--- src/rtl/am_nco_modulator.sv ---
// AM modulator with internal NCO carrier: phase accumulator, quarter-wave sine LUT,
// AM / DSB-SC / carrier / mute envelope, 4-stage pipeline to an offset-binary DAC word.
module am_nco_modulator #(
   parameter int IN_W    = 12,
   parameter int CAR_W   = 12,
   parameter int DAC_W   = 14,
   parameter int PHASE_W = 32,
   parameter int LUT_AW  = 8,
   parameter bit INVERT  = 1'b0
) (
   input  logic               CLK,
   input  logic               RST,
   input  logic [IN_W-1:0]    mod_in,
   input  logic               cfg_valid,
   output logic               cfg_ready,
   input  logic [PHASE_W-1:0] cfg_ftw,
   input  logic [7:0]         cfg_depth,
   input  logic [1:0]         cfg_mode,
   output logic [DAC_W-1:0]   dac_out,
   output logic               out_valid,
   output logic               phase_wrap
);

   localparam int E_W  = IN_W + 2;
   localparam int P_W  = E_W + CAR_W;
   localparam int MD_W = IN_W + 9;
   localparam int SH   = IN_W + CAR_W - DAC_W;
   localparam int N    = 2 ** LUT_AW;
   localparam int Q_W  = LUT_AW + 2;

   localparam logic [DAC_W-1:0] INV_MASK = INVERT ? '1 : '0;
   localparam logic [DAC_W-1:0] MID =
      {1'b1, {(DAC_W-1){1'b0}}} ^ INV_MASK;
   localparam logic signed [E_W-1:0] HALF = E_W'(2 ** (IN_W-1));
   localparam logic signed [P_W-1:0] SMAX = P_W'(2 ** (DAC_W-1) - 1);
   localparam logic signed [P_W-1:0] SMIN = -SMAX - P_W'(1);

   typedef enum logic [1:0] {
      M_AM   = 2'd0,
      M_DSB  = 2'd1,
      M_CAR  = 2'd2,
      M_MUTE = 2'd3
   } mode_t;

   // sin over the first quadrant by Taylor series, sampled at bin centres
   function automatic logic signed [CAR_W-1:0] lut_entry(input int a);
      real x, t, s;
      x = 2.0 * 3.14159265358979323846 * ($itor(a) + 0.5) / $itor(4 * N);
      t = x;
      s = x;
      for (int k = 1; k < 12; k++) begin
         t = -t * x * x / $itor((2 * k) * (2 * k + 1));
         s = s + t;
      end
      return CAR_W'($rtoi(s * $itor(2 ** (CAR_W-1) - 1) + 0.5));
   endfunction

   logic signed [CAR_W-1:0] lut [N];

   for (genvar i = 0; i < N; i++) begin : g_lut
      localparam logic signed [CAR_W-1:0] V = lut_entry(i);
      assign lut[i] = V;
   end

   logic [PHASE_W-1:0] phase, ftw_a, ftw_s;
   logic [7:0]         dep_a, dep_s;
   mode_t              mode_a, mode_s;
   logic               pend;
   logic [PHASE_W:0]   sum;
   logic               apply;

   assign sum       = {1'b0, phase} + {1'b0, ftw_a};
   assign apply     = pend && (sum[PHASE_W] || ftw_a == '0);
   assign cfg_ready = ~pend;

   always_ff @(posedge CLK) begin
      if (RST) begin
         phase      <= '0;
         phase_wrap <= 1'b0;
         ftw_a      <= '0;
         dep_a      <= '0;
         mode_a     <= M_AM;
         ftw_s      <= '0;
         dep_s      <= '0;
         mode_s     <= M_AM;
         pend       <= 1'b0;
      end else begin
         phase      <= sum[PHASE_W-1:0];
         phase_wrap <= sum[PHASE_W];
         if (cfg_valid && !pend) begin
            ftw_s  <= cfg_ftw;
            dep_s  <= cfg_depth;
            mode_s <= mode_t'(cfg_mode);
            pend   <= 1'b1;
         end else if (apply) begin
            ftw_a  <= ftw_s;
            dep_a  <= dep_s;
            mode_a <= mode_s;
            pend   <= 1'b0;
         end
      end
   end

   logic [IN_W-1:0]         mod1;
   logic [Q_W-1:0]          q1;
   logic [7:0]              dep1;
   mode_t                   mode1;
   logic signed [CAR_W-1:0] car2;
   logic signed [E_W-1:0]   env2;
   logic signed [P_W-1:0]   prod3;
   logic [3:0]              vld;

   logic [LUT_AW-1:0]       addr;
   logic signed [CAR_W-1:0] lv;
   logic signed [IN_W-1:0]  m;
   logic signed [MD_W-1:0]  md;
   logic signed [E_W-1:0]   env_n;
   logic signed [P_W-1:0]   shp;
   logic [DAC_W-1:0]        s;

   assign addr = q1[LUT_AW] ? ~q1[LUT_AW-1:0] : q1[LUT_AW-1:0];
   assign lv   = lut[addr];
   assign m    = {~mod1[IN_W-1], mod1[IN_W-2:0]};
   assign md   = MD_W'(m) * MD_W'($signed({1'b0, dep1}));

   always_comb begin
      env_n = '0;
      unique case (mode1)
         M_AM:   env_n = HALF + E_W'(md >>> 8);
         M_DSB:  env_n = E_W'(m);
         M_CAR:  env_n = HALF;
         M_MUTE: env_n = '0;
      endcase
   end

   assign shp = prod3 >>> SH;
   assign s   = (shp > SMAX) ? SMAX[DAC_W-1:0] :
                (shp < SMIN) ? SMIN[DAC_W-1:0] : shp[DAC_W-1:0];

   assign out_valid = vld[3];

   always_ff @(posedge CLK) begin
      if (RST) begin
         mod1    <= '0;
         q1      <= '0;
         dep1    <= '0;
         mode1   <= M_AM;
         car2    <= '0;
         env2    <= '0;
         prod3   <= '0;
         dac_out <= MID;
         vld     <= '0;
      end else begin
         mod1    <= mod_in;
         q1      <= phase[PHASE_W-1 -: Q_W];
         dep1    <= dep_a;
         mode1   <= mode_a;
         car2    <= q1[Q_W-1] ? -lv : lv;
         env2    <= env_n;
         prod3   <= P_W'(env2) * P_W'(car2);
         dac_out <= {~s[DAC_W-1], s[DAC_W-2:0]} ^ INV_MASK;
         vld     <= {vld[2:0], 1'b1};
      end
   end

endmodule

--- config.mk ---
export PLATFORM = sky130hd
export DESIGN_NAME = am_nco_modulator
export DESIGN_NICKNAME = d
export VERILOG_FILES = /design/src/rtl/am_nco_modulator.sv
export SDC_FILE = /design/constraint.sdc
export NUM_CORES = 1
export LEC_CHECK = 0
export ABC_CLOCK_PERIOD_IN_PS = 8600
export CAP_MARGIN = 5
export CORE_ASPECT_RATIO = 0.6
export CORE_UTILIZATION = 40
export CTS_CLUSTER_SIZE = 40
export DETAILED_ROUTE_END_ITERATION = 16
export DONT_BUFFER_PORTS = 1
export GPL_TIMING_DRIVEN = 0
export HOLD_SLACK_MARGIN = 0.12
export PLACE_DENSITY_LB_ADDON = 0.1
export SLEW_MARGIN = 20
export SYNTH_ARGS = -nofsm -noshare
export SYNTH_HDL_FRONTEND = slang
export SYNTH_SLANG_ARGS = --single-unit
--- constraint.sdc ---
create_clock -name CLK -period 8.6 [get_ports CLK]
set_clock_uncertainty 0.05 [all_clocks]
set_input_delay 1.72 -clock CLK [delete_from_list [all_inputs] [get_ports CLK]]
set_output_delay 1.72 -clock CLK [all_outputs]
set_load 0.1 [all_outputs]
==> results.cfg, run 1 <==
[worst_setup_path]
ff2ff_path_depth = 18
path_delay_family = adder cells
critPathMaxFanout = 10
cpMostUsedCell = fa_1
slowest_stage = fa_1
cp_num_cells = 18
crit_arrival_ns = 7.00
worstPathRequired_ns = 8.92
cp.buffers_inverters = 4
startpoint_type = flop
r2r_slack_ns = 1.91
crit_type = flop to flop
max_stage_delay_ns = 0.58
crit_path_end_kind = flop
crit_chain = clkbuf_1 -> nand2_1 -> fa_1 -> inv_1 -> fa_1 -> fa_1 -> fa_1 -> inv_1 -> fa_1 -> inv_1 -> ha_1 -> and4_1 -> a211oi_1 -> a21oi_1 -> o2111a_1 -> or3_1 -> o311ai_0 -> o31ai_1

[sta]
clock.fmax_mhz = 150
setup_violations = 0
whs_ns = 0.350
period_share_pct = 77.8
worst_pin_slew_ns = 1.35
hold_violations = 0
maxSlewViolCount = 0
fin_crit_ns = 6.69
worst_slack_ns = 1.91
grt_setup_unrepaired = no
relSlewSlack_pct = 9.78
fin_tns_setup_ns = 0

[hold_path]
whs_path_depth = 1
min_path_type = flop to flop

[routing]
met2_length_um = 34300
dr_wl_met3_um = 11300
top_layer_used = met5
drt-met1-wl_um = 44600
drc = 0
via_count = 20500
avgViaCountPerCell = 5.93
first_pass_iters = 5
wl_um = 92700
avgRoutedWirePerCell_um = 26.8
ant_nets = 0
drt_first_iter_violations = 2325

[grt]
antenna_found_initial = 9
grt_pass1_vias = 20000
grt_use_total_pct = 33.2
grt_pass1_wl_um = 137000
overflow = 0
grt_max_degree = 15

[cells_and_area]
final_core_utilization_pct = 43.9
layout_commonest_cell = nand2_1
stdcell_area_mm2 = 0.0239
final_cell_mix = nand2_1 (318), inv_1 (312), fa_1 (235), dfxtp_1 (210), nor2_1 (194)
nets = 3152
syn_to_final_growth_pct = 7.68
instances_no_fill = 3458
layout-drive-gt1-share_pct = 5.41

[floorplan]
start_util_pct = 40.7
rows = 66
die_width_um = 306
coreArea_mm2 = 0.0544
fp.dieArea_mm2 = 0.0564
io_pins = 74
die_h_um = 184

[power_and_ir_drop]
max-vdd-ir-drop_mv = 0.193
p_per_area_mw_per_mm2 = 259
power_mw = 6.19
p_leak_nw = 11.1

[flow_run]
cap_viol_max_count = 0

[placed_design]
place.gp.congestion = 1.12
pre_cts_ws_ns = 2.11
dp.cells = 3409
dp.final_hpwl_um = 74100
port_buffers = 0
dpl-instance-area_mm2 = 0.0231

[cts]
clk_pin_slew_ns = 0.05
cts_max_level = 1
cts_setup_buffers = 0
cts.sinks = 210
clock_tree.root_cell = clkbuf_16
clk_latency_ns = 0.55
cts-buffers-inserted = 24
ctsResizeCount = 0
holdBufCountCts = 0
cts_tree = done
clockBufferDepth = 3

[synthesis]
ys_types = 95
yosysWarningCount = 0
synth_edf_count = 0
avgSynthCellArea_um2 = 8.24
ys_seq_area_share_pct = 19.0
async_flop_share_pct = 0
synth-seq-cells = 210
syn_inst = 2691
netlist_area_mm2 = 0.0222
ys.flop_type = dfxtp_1
syn_nets = 3122

[outcome]
status = completed
-- Yosys cell counts, types with 8 or more instances --
cell type,n,area share [%]
a2111oi_0,11,0.43
a211oi_1,27,0.91
a21o_1,22,0.74
a21oi_1,156,3.5
a221oi_1,12,0.47
a311oi_1,8,0.32
a31oi_1,24,0.68
and2_1,105,3.0
and3_1,14,0.40
buf_1,11,0.19
buf_2,46,1.0
buf_4,9,0.30
buf_6,10,0.51
clkbuf_1,95,1.6
dfxtp_1,210,19
fa_1,235,21
ha_1,139,7.8
inv_1,312,5.3
mux2i_1,60,2.7
nand2_1,318,5.4
nand2b_1,46,1.3
nand3_1,35,0.79
nand4_1,15,0.42
nor2_1,194,3.3
nor2b_1,70,2.0
nor3_1,59,1.3
nor4_1,15,0.42
o2111ai_1,9,0.36
o211ai_1,18,0.61
o21a_1,22,0.74
o21ai_0,95,2.1
o21bai_1,8,0.27
o221ai_1,14,0.55
o22ai_1,23,0.65
o311ai_0,9,0.36
o31ai_1,9,0.30
or2_2,12,0.34
or3_1,13,0.37
xnor2_1,42,1.7
xor2_1,30,1.2
-- cell type report --
class | instances | area (µm²)
clock buffers | 32 | 651
repair buffers | 4 | 41.3
fillers | 5436 | 30500
clock inverters | 8 | 76.3
well taps | 714 | 893
flip-flops and latches | 210 | 4200
multi-input cells | 1993 | 16000
diodes | 9 | 22.5
inverters | 316 | 1190
plain buffers | 172 | 815
-- registers in the layout, indices dropped and copies added (netlist names) --
register    cells
car2           12
dac_out        14
dep1            8
dep_a           8
dep_s           8
env2           14
ftw_a          32
ftw_s          32
mod1           12
mode1           2
mode_a          2
mode_s          2
pend            1
phase          32
phase_wrap      1
prod3          16
q1             10
vld             4
-- final timing paths --
| path | startpoint | end |
|---|---|---|
| min | prod3[25] | dac_out[13] |
| max reg2reg | car2[6] | prod3[25] |
| max | car2[6] | prod3[25] |
| min reg2reg | prod3[25] | dac_out[13] |
-- layer usage --
metal / global-route usage, % / vias up
met3: 11.4 / 138
li1: - / 9034
met2: 43.2 / 1159
met1: 50.2 / 10200
met4: 9.49 / 2
met5: 0 / -
-- power breakdown --
part	internal (mW)	switching (mW)	leakage (nW)
Clock	0.535	0.415	0.357
Sequential	1.18	0.267	1.71
Combinational	1.28	2.51	8.99
Total	2.99	3.19	11.1
-- logic make-up after synthesis --
group                    after synthesis  share of synthesized area [%]
adder cells (fa/ha/maj)              374                           29.1
multiplexers                          70                           3.30
buffers and inverters                488                           9.02
AND/OR/NAND/NOR                      935                           20.3
XOR/XNOR                              76                           3.19
AO/OA/AOI/OAI                        538                           16.1
flip-flops                           210                           19.0
Note: power is estimated with default switching activity, not from simulation.
==> run 2, diff against run 1 <==
--- a/config.mk
+++ b/config.mk
@@ -5,7 +5,7 @@
 export SDC_FILE = /design/constraint.sdc
 export NUM_CORES = 1
 export LEC_CHECK = 0
-export ABC_CLOCK_PERIOD_IN_PS = 8600
+export ABC_CLOCK_PERIOD_IN_PS = 6800
 export CAP_MARGIN = 5
 export CORE_ASPECT_RATIO = 0.6
 export CORE_UTILIZATION = 40
==> constraint.sdc (replaced) <==
create_clock -name CLK -period 6.8 [get_ports CLK]
set_clock_uncertainty 0.05 [all_clocks]
set_input_delay 1.36 -clock CLK [delete_from_list [all_inputs] [get_ports CLK]]
set_output_delay 1.36 -clock CLK [all_outputs]
set_load 0.1 [all_outputs]
==> results.cfg, run 2 (synthesis results as in run 1) <==
[sta]
period_share_pct = 96.2
clock.fmax_mhz = 153
maxSlewViolCount = 0
setup_violations = 0
worst_slack_ns = 0.261
grt_setup_unrepaired = no
fin_tns_setup_ns = 0
relSlewSlack_pct = 12.8
whs_ns = 0.352
worst_pin_slew_ns = 1.31
hold_violations = 0
fin_crit_ns = 6.54

[routing]
avgViaCountPerCell = 5.94
wl_um = 92700
first_pass_iters = 6
ant_nets = 0
drt_first_iter_violations = 2210
drc = 0
via_count = 20500
avgRoutedWirePerCell_um = 26.8

[outcome]
status = completed

[cts]
clk_latency_ns = 0.55
cts_setup_buffers = 0
cts_tree = done
clock_tree.root_cell = clkbuf_16
cts.sinks = 210
clk_pin_slew_ns = 0.06
cts-buffers-inserted = 24
cts_max_level = 1
clockBufferDepth = 3

[worst_setup_path]
max_stage_delay_ns = 0.58
crit_path_end_kind = flop
crit_chain = clkbuf_1 -> nand2_1 -> fa_1 -> inv_1 -> fa_1 -> fa_1 -> fa_1 -> inv_1 -> fa_1 -> inv_1 -> ha_1 -> and4_1 -> a211oi_1 -> a21oi_1 -> o2111a_1 -> o31a_1 -> o21a_1 -> o31ai_1
cp.buffers_inverters = 4
path_delay_family = adder cells
worstPathRequired_ns = 7.13
startpoint_type = flop
crit_type = flop to flop
crit_arrival_ns = 6.87
slowest_stage = fa_1
critPathMaxFanout = 10
cpMostUsedCell = fa_1

[power_and_ir_drop]
sw_frac_of_total_pct = 51.6
p_leak_nw = 11.1
internal-power_mw = 3.79
p_per_area_mw_per_mm2 = 328
max-vdd-ir-drop_mv = 0.244
seq_power_share_pct = 23.4
power_mw = 7.83
pwr-share-clk_pct = 15.3
p_comb_share_pct = 61.2
switching_power_mw = 4.04

[placed_design]
dpl-instance-area_mm2 = 0.0231
dp.cells = 3409
dp.final_hpwl_um = 74100
pre_cts_ws_ns = 0.313
port_buffers = 0
place.gp.congestion = 1.12

[cells_and_area]
final_cell_mix = nand2_1 (318), inv_1 (312), fa_1 (235), dfxtp_1 (210), nor2_1 (194)
instances_no_fill = 3454
multi_input_area_mm2 = 0.0160
stdcell_area_mm2 = 0.0239
largestRegisters = ftw_a x32, ftw_s x32, phase x32
layout-drive-gt1-share_pct = 5.63
syn_to_final_growth_pct = 7.66
final_core_utilization_pct = 43.9
seq_area_mm2 = 0.00420
fill_cells = 5434
layout_commonest_cell = nand2_1
nets = 3151

[grt]
grt_pass1_vias = 20000
grt_pass1_wl_um = 137000
grt_use_total_pct = 33.2
grt_max_degree = 15
antenna_found_initial = 9
overflow = 0

[floorplan]
io_pins = 74
die_h_um = 184
coreArea_mm2 = 0.0544
rows = 66
fp.dieArea_mm2 = 0.0564
die_width_um = 306
start_util_pct = 40.7

[hold_path]
min_path_type = flop to flop

[flow_run]
cap_viol_max_count = 0
## run 2: layout make-up
cell class / count / share of cell area, %
Inverter: 316 / 4.97
Tap cell: 714 / 3.74
Multi-Input combinational cell: 1993 / 67.0
Clock inverter: 8 / 0.320
Buffer: 171 / 3.43
Sequential cell: 210 / 17.6
Antenna cell: 6 / 0.0629
Clock buffer: 32 / 2.73
Timing Repair Buffer: 4 / 0.173
## run 2: path summary, 6_finish.rpt
kind	cells past startpoint	slack, ns	startpoint	end
setup / recovery	18	0.26	env2[9]	prod3[25]
hold / removal	1	0.35	prod3[25]	dac_out[13]
setup reg to reg	18	0.26	env2[9]	prod3[25]
hold reg to reg	1	0.35	prod3[25]	dac_out[13]
## run 2: timing repair
item	CTS	global route
hold buffers	0	0
setup endpoints to repair	0	1
resized for setup	0	12
## run 2: layer usage
layer	up-vias	wire length (µm)	global-route usage, %
met5	-	11	0
met4	2	2700	9.49
met3	162	11700	11.4
met2	1153	34000	43.2
met1	10200	44200	50.2
li1	9033	-	-
## run 2: power groups by stage
stage / registers, mW / clock network, mW / logic [mW]
4_1_cts: 1.83 / 1.23 / 4.61
3_3_place_gp: 1.85 / 0 / 4.57
5_1_grt: 1.87 / 1.28 / 5.09
3_5_place_dp: 1.85 / 0 / 4.56
2_1_floorplan: 1.74 / 0 / 3.11
6_report: 1.84 / 1.20 / 4.79
==> RTL change 1, RTL diff (config.mk and constraints of run 1) <==
Change the parameter `INVERT` from 1'b0 to 1'b1.
--- a/src/rtl/am_nco_modulator.sv
+++ b/src/rtl/am_nco_modulator.sv
@@ -6,7 +6,7 @@
    parameter int DAC_W   = 14,
    parameter int PHASE_W = 32,
    parameter int LUT_AW  = 8,
-   parameter bit INVERT  = 1'b0
+   parameter bit INVERT  = 1'b1
 ) (
    input  logic               CLK,
    input  logic               RST,
Formal check against the unedited RTL: not equivalent (a bounded check fails within 4 cycles, from zero or initial values and one cycle with RST high).
==> RTL change 1 against run 1 <==
  * Worst setup slack got worse by 1.1 ns
  * Sequential share of layout area about the same
  * Cell area down 0.13%
  * Critical path depth rose by 2
  * Sequential cell count unchanged
  * Total power fell by 9.4%
  * Non-clock buffer count down 8
  * Routed wire length grew 2.8%
  * Largest power group unchanged
  * Synthesized area down 0.25%
  * Synthesized cell count is 0.33% higher
==> RTL change 1: results (changes against run 1) <==
hold_path:
  whs_endpoint: "dac_out[3]"
  min_from: "prod3[13]"
placed_design:
  post-dp-hpwl_um: 75500  # +1.9%
  place_congestion: 1.07  # -4.3%
cells_and_area:
  fillerInstances: 5472  # +0.66%
  drive_above_1_share: 0.0456  # -0.00851
  num-nets-final: 3156  # +0.13%
global_routing:
  grt_pass1_wl_um: 140000  # +2.4%
  groute.usage.overall: 0.341  # +0.00984
  antenna_found_initial: 7  # -2
  pin_count_of_the_biggest_net_entering_global_routing: 15  # unchanged
  via_count_of_the_first_global_routing_pass: 20200  # +0.97%
synth:
  synth_async_sr_flop_share: 0  # unchanged
  post_synth_num_cell_types: 93  # -2.1%
  synthTopCellsByCount: "sky130_fd_sc_hd__inv_1, sky130_fd_sc_hd__nand2_1, sky130_fd_sc_hd__fa_1"
  synth-seq-area-share: 0.190  # +0.000483
  synthFlopType: "sky130_fd_sc_hd__dfxtp_1"
outcome:
  result_of_the_run: "finished, final reports clean"
worst_setup_path:
  regToRegSetupSlack_ns: 0.86  # -1.06 ns
  crit-reg2reg-capture: "car2[10]"
  rr_worst_depth: 20  # +2
  cp_top_family: "buffers and inverters"
  critPathArrivalTime_ns: 8.18  # +1.18 ns
  timing.rr.start: "q1[8]"
timing:
  max-slew-margin-rel: 0.173  # +0.0749
cts:
  clock_insertion_delay_worst_skew_ns: 0.58  # +0.03 ns
  clockRootBuffer: "sky130_fd_sc_hd__clkbuf_16"
  cts.clk_slew.worst_paths_ns: 0.08  # +0.03 ns
  cts_buffers: 23  # -4.2%
power_and_ir_drop:
  leak_pwr_uw: 0.0110  # -0.24%
  peakVddDrop_uv: 221  # +14%
route:
  number_of_vias_per_cell: 5.94  # about the same
  first_iter_violations: 2546  # +9.5%
[RTL change 1: cell count changes in the layout (fill, tap and decap cells not counted), moves of 11 or more]
cell	run 1	this run
sky130_fd_sc_hd__nor2_1	194	209
sky130_fd_sc_hd__inv_1	312	323
sky130_fd_sc_hd__nor3_1	59	46
sky130_fd_sc_hd__buf_2	46	32
sky130_fd_sc_hd__a21oi_1	156	138
sky130_fd_sc_hd__clkbuf_1	100	119
[RTL change 1: cells by family (layout without fill, tap and decap cells)]
logic type,count (synthesis),after routing,synth area share
other,0,6,0
AOI/OAI and AO/OA,549,549,0.167
xor gates and xnor gates,70,70,0.0289
DFF,210,210,0.190
muxes,61,61,0.0283
buffers and inverters,495,536,0.0874
and+or+nand+nor,941,941,0.207
adders and majority gates,374,374,0.291
[RTL change 1: routing by layer]
metal,vias to the layer above,part of all wire,global-route usage
met2,1129,0.37,0.448
met3,177,0.13,0.129
met5,-,0,0.00172
met1,10200,0.47,0.509
li1,9057,-,-
met4,0,0.030,0.0903
[RTL change 1: final cells by class]
class / instances / share of cell area
diodes: 6 / 0.000630
plain buffers: 168 / 0.0295
clock buffers: 32 / 0.0285
clock inverters: 9 / 0.00467
inverters: 327 / 0.0516
multi-input cells: 1995 / 0.671
flip-flops and latches: 210 / 0.176
well taps: 714 / 0.0375
[RTL change 1: how the worst max path moves through the flow]
stage / from / to / slack [ns]
after floorplan: dep1[1] / env2[12] / 3.17
after global placement: q1[8] / car2[10] / 1.31
after detailed placement: q1[8] / car2[5] / 1.39
after CTS: q1[8] / car2[5] / 1.35
after global routing: q1[8] / car2[5] / 1.06
final: q1[8] / car2[10] / 0.86
[RTL change 1: metrics by stage]
| stage | std cells | cell area, um^2 | setup slack (ns) | utilization | hold WS (ns) |
|---|---|---|---|---|---|
| 6_report | 3461 | 23800 | 0.856 | 0.438 | 0.367 |
| 2_1_floorplan | 2700 | 22100 | 3.17 | - | 0.353 |
| 3_5_place_dp | 3414 | 23000 | 1.39 | 0.423 | 0.365 |
| 4_1_cts | 3455 | 23800 | 1.35 | 0.438 | 0.369 |
| 3_3_place_gp | 3414 | 23000 | 1.31 | 0.423 | 0.363 |
| 5_1_grt | 3457 | 23800 | 1.06 | 0.438 | 0.391 |
[RTL change 1: where the power goes]
| group | switching [uW] | internal [uW] | leakage, uW |
|---|---|---|---|
| Sequential | 287 | 1150 | 0.00171 |
| Combinational | 2050 | 1060 | 0.00892 |
| Clock | 470 | 594 | 0.000395 |
| Total | 2810 | 2800 | 0.0110 |
==> RTL change 2, RTL diff (flow settings as in run 1) <==
Without the edit above. Register the input `cfg_mode` before use. The logic sees it one clock later. The other inputs are not delayed to match.
--- a/src/rtl/am_nco_modulator.sv
+++ b/src/rtl/am_nco_modulator.sv
@@ -41,6 +41,12 @@
       M_CAR  = 2'd2,
       M_MUTE = 2'd3
    } mode_t;
+
+   logic [1:0] cfg_mode_q;
+
+   always_ff @(posedge CLK) begin
+      cfg_mode_q <= cfg_mode;
+   end
 
    // sin over the first quadrant by Taylor series, sampled at bin centres
    function automatic logic signed [CAR_W-1:0] lut_entry(input int a);
@@ -90,7 +96,7 @@
          if (cfg_valid && !pend) begin
             ftw_s  <= cfg_ftw;
             dep_s  <= cfg_depth;
-            mode_s <= mode_t'(cfg_mode);
+            mode_s <= mode_t'(cfg_mode_q);
             pend   <= 1'b1;
          end else if (apply) begin
             ftw_a  <= ftw_s;
Function: no difference found for any inputs over 4 cycles, from zero or initial values and one cycle with RST high; that may be too few to reach the edited logic, so the function may still have changed.
==> RTL change 2 against run 1 <==
  * Sequential cell count rose by 2
  * Global-route usage fell by 1.4 points
  * Routed wire length fell by 3.4%
  * Synthesized area rose by 0.86%
  * Sequential share of layout area barely moved
  * Non-clock buffer count fell by 10
  * Worst setup slack improved by 0.26 ns
  * Critical path depth rose by 1
  * Cell area rose by 0.99%
Power is not compared: it rests on default switching activity, and its combinational part moved more than twofold at a synthesized area within 25%.
==> RTL change 2: results (changes against run 1) <==
outcome:
  result_of_the_run: "finished, final reports clean"
cts:
  cts.clk_slew.worst_paths_ns: 0.06
  clock_insertion_delay_worst_skew_ns: 0.55  # about the same
  h-tree-depth: 1  # unchanged
  cts-root-to-sink-buffers: 3  # unchanged
  cts_resized: 0  # unchanged
  cts.repair_timing.setup_buffer_count: 0  # unchanged
  cts_buffers: 23  # -4.2%
  clockRootBuffer: "sky130_fd_sc_hd__clkbuf_16"
global_routing:
  pin_count_of_the_biggest_net_entering_global_routing: 15  # unchanged
  via_count_of_the_first_global_routing_pass: 19900  # -0.66%
  groute.usage.overall: 0.317  # -0.0142
  grt_pass1_wl_um: 133000  # -3.1%
  antenna_found_initial: 5  # -4
timing:
  final_period_minus_worst_setup_slack_ns: 6.42  # -0.264 ns
  min_hold_slack_ns: 0.388  # +0.0383 ns
  worst_pin_slew_ns: 1.23  # -0.122 ns
synth:
  synth_async_sr_flop_share: 0  # unchanged
  yosys.area_share.adder: 0.288  # -0.00249
  synthFlopType: "sky130_fd_sc_hd__dfxtp_1"
  yosys-mux-area-fraction: 0.0383  # +0.00537
  synth_warnings: 0  # unchanged
  synthTopCellsByArea: "sky130_fd_sc_hd__fa_1, sky130_fd_sc_hd__dfxtp_1, sky130_fd_sc_hd__ha_1"
  synthXorXnorAreaFrac: 0.0317  # -0.000217
  synth_compound_area_frac: 0.161  # about the same
  synth-seq-area-share: 0.190  # about the same
  synthTopCellsByCount: "sky130_fd_sc_hd__nand2_1, sky130_fd_sc_hd__inv_1, sky130_fd_sc_hd__fa_1"
  syn_avg_cell_area_um2: 8.28  # +0.53%
  synth.net_count: 3131  # +0.29%
  post_synth_num_cell_types: 92  # -3.2%
route:
  first_iter_violations: 2558  # +10%
  number_of_vias_per_cell: 5.79  # -2.4%
  drt_first_pass_iters: 6  # +1
  routed_wire_length_per_instance_um: 25.7  # -4.3%
cells_and_area:
  largestRegisters: "ftw_a x32, ftw_s x32, phase x32"
  drive_above_1_share: 0.0518  # -0.00235
  antenna-diode-count: 0  # -9
  num-nets-final: 3158  # +0.19%
  fillerInstances: 5553  # +2.2%
  stdcell_count: 3491  # +0.95%
hold_path:
  min-delay-path-class: "register to register"
placed_design:
  number_of_buffers_inserted_by_port_buffering: 0  # unchanged
  post-dp-hpwl_um: 71700  # -3.2%
  placement.setup.worst_slack_ns: 2.24  # +0.131 ns
  postPlaceCellArea_mm2: 0.0233  # +0.97%
  place_congestion: 1.03  # -7.6%
power_and_ir_drop:
  peakVddDrop_uv: 145
  p_sw_frac: 0.461
  leak_pwr_uw: 0.0109
worst_setup_path:
  critPathSlowestCell: "sky130_fd_sc_hd__o311ai_0"
  largest_stage_delay_on_the_critical_path_ns: 0.74  # +0.16 ns
  critPathArrivalTime_ns: 6.77  # -0.23 ns
  cp_top_family: "adder cells"
  cp_max_fo: 10  # unchanged
-- RTL change 2: worst paths after layout --
check / from / endpoint / cells past startpoint
worst max-delay path: car2[6] / prod3[25] / 19
worst min-delay path: vld[1] / vld[2] / 1
worst max register to register: car2[6] / prod3[25] / 19
worst min register to register: vld[1] / vld[2] / 1
-- RTL change 2: power by group through the flow --
stage,Clock (uW),Combinational [uW],Sequential (uW)
after CTS,1030,1830,1430
after detailed placement,0,1820,1450
after global routing,1070,2030,1450
after global placement,0,1820,1450
final,1010,1880,1430
after floorplan,0,1250,1390
-- RTL change 2: layer usage --
layer | vias to the layer above | share of wire | global-route usage
li1 | 9032 | - | -
met1 | 10000 | 0.48 | 0.482
met2 | 1003 | 0.39 | 0.445
met3 | 139 | 0.10 | 0.0792
met4 | 2 | 0.023 | 0.0700
met5 | - | 0.00015 | 0
-- RTL change 2: cells by family (layout without fill, tap and decap cells) --
logic type                 count (synthesis)  after routing
AOI/OAI and AO/OA                        540            540
xor gates and xnor gates                  77             77
adders and majority gates                374            374
buffers and inverters                    494            537
DFF                                      212            212
muxes                                     78             78
and+or+nand+nor                          925            925
-- RTL change 2: worst reg2reg max path, delay by kind of cell, from the launching register on --
kind	cells	cell delay, ns
simple gates	4	0.60
compound gates	4	1.50
xor+xnor	1	0.16
flops	1	0.55
fa+ha+maj	6	2.74
buf+inv	4	0.68
-- RTL change 2: cell type report --
class                   count  area (um^2)  area share
plain buffers             164          800      0.0332
repair buffers              2         15.0    0.000623
flip-flops and latches    212         4240       0.176
clock buffers              32          659      0.0273
well taps                 748          936      0.0388
multi-input cells        1994        16100       0.668
clock inverters             9          103     0.00426
inverters                 330         1240      0.0514
